### src/rtl/quad_encoder_gen_if.sv
// Command channel of the quadrature encoder stimulus generator.
// The requester holds cmd_valid and the payload stable until cmd_ready is seen.
interface quad_encoder_gen_if #(
   parameter int COUNT_W  = 16,
   parameter int PERIOD_W = 16
);
   logic                cmd_valid;
   logic                cmd_ready;
   logic                cmd_dir;
   logic [COUNT_W-1:0]  cmd_steps;
   logic [PERIOD_W-1:0] cmd_period;

   modport master (
      output cmd_valid, cmd_dir, cmd_steps, cmd_period,
      input  cmd_ready
   );

   modport slave (
      input  cmd_valid, cmd_dir, cmd_steps, cmd_period,
      output cmd_ready
   );
endinterface

### src/rtl/quad_encoder_gen.sv
// Quadrature encoder stimulus generator: emits A/B/index edges for commanded
// step counts at a fixed edge spacing, tracking its own 4x position.
module quad_encoder_gen #(
   parameter int COUNT_W     = 16,
   parameter int PERIOD_W    = 16,
   parameter int ZERO_PERIOD = 4000
) (
   input  logic                clock,
   input  logic                n_reset,
   quad_encoder_gen_if.slave   cmd,
   input  logic                abort,
   output logic                a_out,
   output logic                b_out,
   output logic                n_out,
   output logic [COUNT_W-1:0]  position,
   output logic                busy,
   output logic                done
);

   typedef enum logic [1:0] {IDLE, RUN, FINISH} state_t;

   localparam logic [COUNT_W-1:0]  POS_MAX  = COUNT_W'(ZERO_PERIOD - 1);
   localparam logic [COUNT_W-1:0]  STEP_ONE = COUNT_W'(1);
   localparam logic [PERIOD_W-1:0] PER_ONE  = PERIOD_W'(1);

   state_t              state_q, state_d;
   logic                dir_q;
   logic [PERIOD_W-1:0] period_q;
   logic [PERIOD_W-1:0] period_cnt;
   logic [COUNT_W-1:0]  steps_left;
   logic [COUNT_W-1:0]  pos_next;
   logic [PERIOD_W-1:0] period_eff;
   logic                accept;
   logic                edge_fire;

   // Gray-coded phase taken from the low position bits; only one of A/B flips per step.
   function automatic logic [1:0] phase_of(input logic [1:0] p);
      case (p)
         2'd0:    phase_of = 2'b00;
         2'd1:    phase_of = 2'b10;
         2'd2:    phase_of = 2'b11;
         default: phase_of = 2'b01;
      endcase
   endfunction

   assign period_eff    = (cmd.cmd_period == '0) ? PER_ONE : cmd.cmd_period;
   assign cmd.cmd_ready = (state_q == IDLE);
   assign busy          = (state_q == RUN);
   assign done          = (state_q == FINISH);

   always_comb begin
      pos_next = position;
      if (dir_q) begin
         pos_next = (position == POS_MAX) ? '0 : position + STEP_ONE;
      end else begin
         pos_next = (position == '0) ? POS_MAX : position - STEP_ONE;
      end
   end

   // NOTE: every output of this block gets a default first, so no path can infer a latch.
   always_comb begin
      state_d   = state_q;
      accept    = 1'b0;
      edge_fire = 1'b0;
      case (state_q)
         IDLE: begin
            if (cmd.cmd_valid) begin
               accept  = 1'b1;
               state_d = (cmd.cmd_steps == '0) ? FINISH : RUN;
            end
         end
         RUN: begin
            if (period_cnt == '0) begin
               if (abort) begin
                  state_d = FINISH;
               end else begin
                  edge_fire = 1'b1;
                  if (steps_left == STEP_ONE) state_d = FINISH;
               end
            end
         end
         FINISH:  state_d = IDLE;
         default: state_d = IDLE;
      endcase
   end

   // NOTE: registers use non-blocking assignments so every flop samples pre-edge values.
   always_ff @(posedge clock or negedge n_reset) begin
      if (!n_reset) state_q <= IDLE;
      else          state_q <= state_d;
   end

   always_ff @(posedge clock or negedge n_reset) begin
      if (!n_reset) begin
         dir_q      <= 1'b0;
         period_q   <= PER_ONE;
         period_cnt <= '0;
         steps_left <= '0;
         position   <= '0;
         a_out      <= 1'b0;
         b_out      <= 1'b0;
         n_out      <= 1'b0;
      end else if (accept) begin
         dir_q      <= cmd.cmd_dir;
         period_q   <= period_eff;
         period_cnt <= period_eff - PER_ONE;
         steps_left <= cmd.cmd_steps;
      end else if (edge_fire) begin
         position       <= pos_next;
         {a_out, b_out} <= phase_of(pos_next[1:0]);
         n_out          <= (pos_next == '0);
         steps_left     <= steps_left - STEP_ONE;
         period_cnt     <= period_q - PER_ONE;
      end else if (state_q == RUN && period_cnt != '0) begin
         period_cnt <= period_cnt - PER_ONE;
      end
   end

endmodule
### src/flat_wrapper.sv
// flat-port wrapper written by rule: the top's interface ports become plain ports
module quad_encoder_gen_flat 
#(
   parameter int COUNT_W     = 16,
   parameter int PERIOD_W    = 16,
   parameter int ZERO_PERIOD = 4000
)
  (clock, n_reset, abort, a_out, b_out, n_out, position, busy, done, cmd_cmd_valid, cmd_cmd_dir, cmd_cmd_steps, cmd_cmd_period, cmd_cmd_ready);
  quad_encoder_gen_if #(.COUNT_W(COUNT_W), .PERIOD_W(PERIOD_W)) cmd_i ();
  input  logic clock;
  input  logic n_reset;
  input  logic abort;
  output logic a_out;
  output logic b_out;
  output logic n_out;
  output logic [COUNT_W-1:0] position;
  output logic busy;
  output logic done;
  input wire logic [$bits(cmd_i.cmd_valid)-1:0] cmd_cmd_valid;
  input wire logic [$bits(cmd_i.cmd_dir)-1:0] cmd_cmd_dir;
  input wire logic [$bits(cmd_i.cmd_steps)-1:0] cmd_cmd_steps;
  input wire logic [$bits(cmd_i.cmd_period)-1:0] cmd_cmd_period;
  output wire logic [$bits(cmd_i.cmd_ready)-1:0] cmd_cmd_ready;
  assign cmd_i.cmd_valid = cmd_cmd_valid;
  assign cmd_i.cmd_dir = cmd_cmd_dir;
  assign cmd_i.cmd_steps = cmd_cmd_steps;
  assign cmd_i.cmd_period = cmd_cmd_period;
  assign cmd_cmd_ready = cmd_i.cmd_ready;
  quad_encoder_gen #(.COUNT_W(COUNT_W), .PERIOD_W(PERIOD_W), .ZERO_PERIOD(ZERO_PERIOD)) u_core (.clock(clock), .n_reset(n_reset), .cmd(cmd_i), .abort(abort), .a_out(a_out), .b_out(b_out), .n_out(n_out), .position(position), .busy(busy), .done(done));
endmodule
### config.mk
export PLATFORM = sky130hd
export DESIGN_NAME = quad_encoder_gen_flat
export DESIGN_NICKNAME = d
export VERILOG_FILES = /design/src/rtl/quad_encoder_gen_if.sv /design/src/rtl/quad_encoder_gen.sv /design/src/flat_wrapper.sv
export SDC_FILE = /design/constraint.sdc
export NUM_CORES = 1
export LEC_CHECK = 0
export CORE_MARGIN = 4
export CORE_UTILIZATION = 55
export DETAILED_ROUTE_END_ITERATION = 16
export DONT_BUFFER_PORTS = 1
export PLACE_DENSITY = 0.7
export SYNTH_ARGS = -nofsm -noshare
export SYNTH_HDL_FRONTEND = slang
export SYNTH_SLANG_ARGS = --single-unit
### constraint.sdc
create_clock -name clock -period 4.1 [get_ports clock]
set_input_delay 0.41 -clock clock [delete_from_list [all_inputs] [get_ports clock]]
set_output_delay 0.41 -clock clock [all_outputs]
set_load 0.02 [all_outputs]
==> results.py <==
metrics = {
    "logic_synthesis": {
        "yosysWarnings": 0,
        "synthTopCellsByArea": "dfrtp_1 37%, nand2_1 8.3%, nor2_1 4.7%",
        "synth.net_count": 624,
        "synth-edff-count": 0,
        "ys_seq_area_frac": 0.371,
        "ys_seq_elements": 70,
        "synth_top_area_share": 0.365,
        "yosys-top-cells-count": "104 x nand2_1, 69 x dfrtp_1, 59 x nor2_1, 40 x a21oi_1, 20 x nand3_1",
        "ys_types": 73,
        "yosys_most_used_dff": "dfrtp_1",
        "synthesis.area_mm2": 0.00473,
        "synth.largest_area_cell": "dfrtp_1",
        "async_flop_share": 1.00,
        "syn_inst": 579,
        "synth_most_common_cell": "nand2_1",
        "synth.avg_cell_area_um2": 8.17,
    },
    "timing": {
        "finClkSkew_ps": 12.3,
        "slew_viol_final": 0,
        "max-slew-margin-rel": 0.453,
        "rsz0062_at_grt": "false",
        "finalHoldViolCount": 0,
        "finalCritPeriodShare": 0.782,
        "worst_slew_pin_slew_ps": 820,
        "max_freq_mhz": 312,
        "setup_tns_ps": 0,
        "final-setup-viol-count": 0,
        "period_minus_slack_ps": 3210,
        "worst_slack_ps": 892,
    },
    "critical_path": {
        "end_kind": "register",
        "cpMostUsedCell": "a21oi_1",
        "cp_max_fo": 8,
        "cp.required_ps": 4290,
        "ff2ff_setup_slack_ps": 890,
        "reg2regPathDepth": 11,
        "cp.depth": 11,
        "crit_end": "u_core.period_cnt[12]",
        "worstSetupPathType": "reg2reg",
        "path_cells": "or4_4, nor4_4, a21oi_1, a221oi_1, ha_1, nand3_1, a211oi_1, buf_4, nand4_1, xnor2_1, a21oi_1",
        "critPathSlowestCell": "or4_4",
        "cpPeakStageDelay_ps": 560,
        "worstReg2RegEnd": "u_core.period_cnt[12]",
        "cp.arrival_ps": 3400,
        "startpoint": "u_core.period_cnt[5]",
        "reg2reg_from": "u_core.period_cnt[5]",
        "cp-start-kind": "register",
        "worst-path-buf-inv": 1,
        "crit_family": "simple AND/OR/NAND/NOR gates",
    },
    "power": {
        "p_total_mw": 2.33,
        "vdd_ir_drop_max_mv": 0.249,
        "total_leakage_power_nw": 2.07,
        "power_density_mw_per_mm2": 465,
    },
    "cts": {
        "cts_setup_buffers": 0,
        "cts_sinks": 70,
        "clk_latency_ps": 340,
        "cts_buffer_depth": 2,
        "cts_hold_buf": 2,
        "root_buffer": "clkbuf_8",
        "cts_tree": "yes",
        "clkSlewWorstSetupHoldPaths_ps": 80,
        "cts_buffers": 9,
        "cts_max_level": 3,
        "ctsResizeCount": 0,
    },
    "routing": {
        "wirelength_um": 12500,
        "ant_nets": 0,
        "vias": 4343,
        "drt_iter0_drc": 341,
        "firstDrtPassIters": 5,
        "vias_per_cell": 6.41,
        "drc": 0,
        "avgRoutedWirePerCell_um": 18.5,
    },
    "min_path": {
        "holdCritPathClass": "in2reg",
    },
    "floorplan": {
        "die_h_um": 101,
        "die_x_um": 101,
        "coreArea_mm2": 0.00830,
        "start_util": 0.570,
        "die_area_mm2": 0.0101,
        "fp-row-count": 33,
        "pin_count": 59,
    },
    "final_layout": {
        "syn_to_final_growth_pct": 6.03,
        "diodes": 0,
        "drive_gt1_frac": 0.0855,
        "fin_nets": 613,
    },
    "global_route": {
        "grt_antenna_before_repair": 0,
        "grt_pass1_wl_um": 20700,
        "grtUsageTotal": 0.254,
        "gr-total-overflow": 0,
        "grt_max_degree": 71,
        "grt_pass1_vias": 4112,
    },
    "flow_run": {
        "maxCapViolCount": 0,
    },
    "place": {
        "io_buffer_count": 0,
        "routabilityCongestion": 0.983,
        "hpwlAfterDp_um": 9020,
        "preCtsSetupSlack_ps": 977,
    },
    "outcome": {
        "outcome": "finished clean",
    },
}
[cells in the final DEF, fill, tap and decap left out, types with 5 or more instances in the layout]
| cell | count |
|---|---|
| nand2_1 | 104 |
| dfrtp_1 | 69 |
| nor2_1 | 59 |
| a21oi_1 | 40 |
| nand3_1 | 20 |
| nor3_1 | 19 |
| o21ai_0 | 19 |
| xnor2_1 | 18 |
| inv_1 | 16 |
| nand4_1 | 15 |
| o211ai_1 | 13 |
| nor4_1 | 12 |
| clkbuf_8 | 11 |
| a31oi_1 | 9 |
| or3_1 | 9 |
| mux2i_1 | 9 |
| xor2_1 | 8 |
| ha_1 | 8 |
| buf_4 | 8 |
| a21o_1 | 6 |
| o22ai_1 | 6 |
| a21boi_0 | 6 |
| and3_1 | 5 |
[logic make-up after synthesis]
logic type / Yosys count / synth area share
mux: 14 / 0.0333
xor+xnor: 26 / 0.0481
flops: 70 / 0.371
fa+ha+maj: 8 / 0.0212
compound gates: 133 / 0.189
buf+inv: 48 / 0.0444
simple gates: 280 / 0.294
[per-stage QoR]
stage,hold slack [ps],cells,area (µm²),util
after floorplan,114,579,4730,-
after global placement,116,660,4780,0.575
after detailed placement,116,660,4780,0.575
after CTS,165,678,5010,0.604
after global routing,165,678,5010,0.604
final,171,678,5010,0.604
[sequential cells by signal, summed over array words and instances (netlist names)]
register	flops
u_core.a_out	1
u_core.b_out	1
u_core.dir_q	1
u_core.n_out	1
u_core.period_cnt	16
u_core.period_q	16
u_core.position	16
u_core.state_q	2
u_core.steps_left	16
[report_power, final]
part	internal [mW]	leakage [nW]	switching [mW]
logic	0.318	1.11	0.371
clock network	0.314	0.0996	0.256
registers	0.863	0.861	0.211
[layer usage]
layer | share of wire | global-route usage | routed length [µm]
met3 | 0.079 | 0.0450 | 994
met1 | 0.46 | 0.378 | 5780
met2 | 0.45 | 0.382 | 5610
met4 | 0.010 | 0.0663 | 125
met5 | 0 | 0 | 0
[final cells by class]
type	instances	area (µm²)
sequential	70	1750
inverter	16	60.1
clock inverter	3	42.5
timing repair buffer	10	97.6
multi-input combinational	461	2770
clock buffer	13	159
tap	105	131
fill	713	3280
[how the worst min path moves through the flow]
stage	endpoint	startpoint	slack (ps)	cells past startpoint
after floorplan	u_core.a_out	n_reset	110	0
after global placement	u_core.steps_left[10]	n_reset	120	0
after detailed placement	u_core.steps_left[10]	n_reset	120	0
after CTS	u_core.period_q[7]	cmd_cmd_period[7]	170	2
after global routing	u_core.period_q[5]	cmd_cmd_period[5]	160	2
final	u_core.period_q[8]	cmd_cmd_period[8]	170	2
No activity file was read; power rests on OpenSTA's default activity.
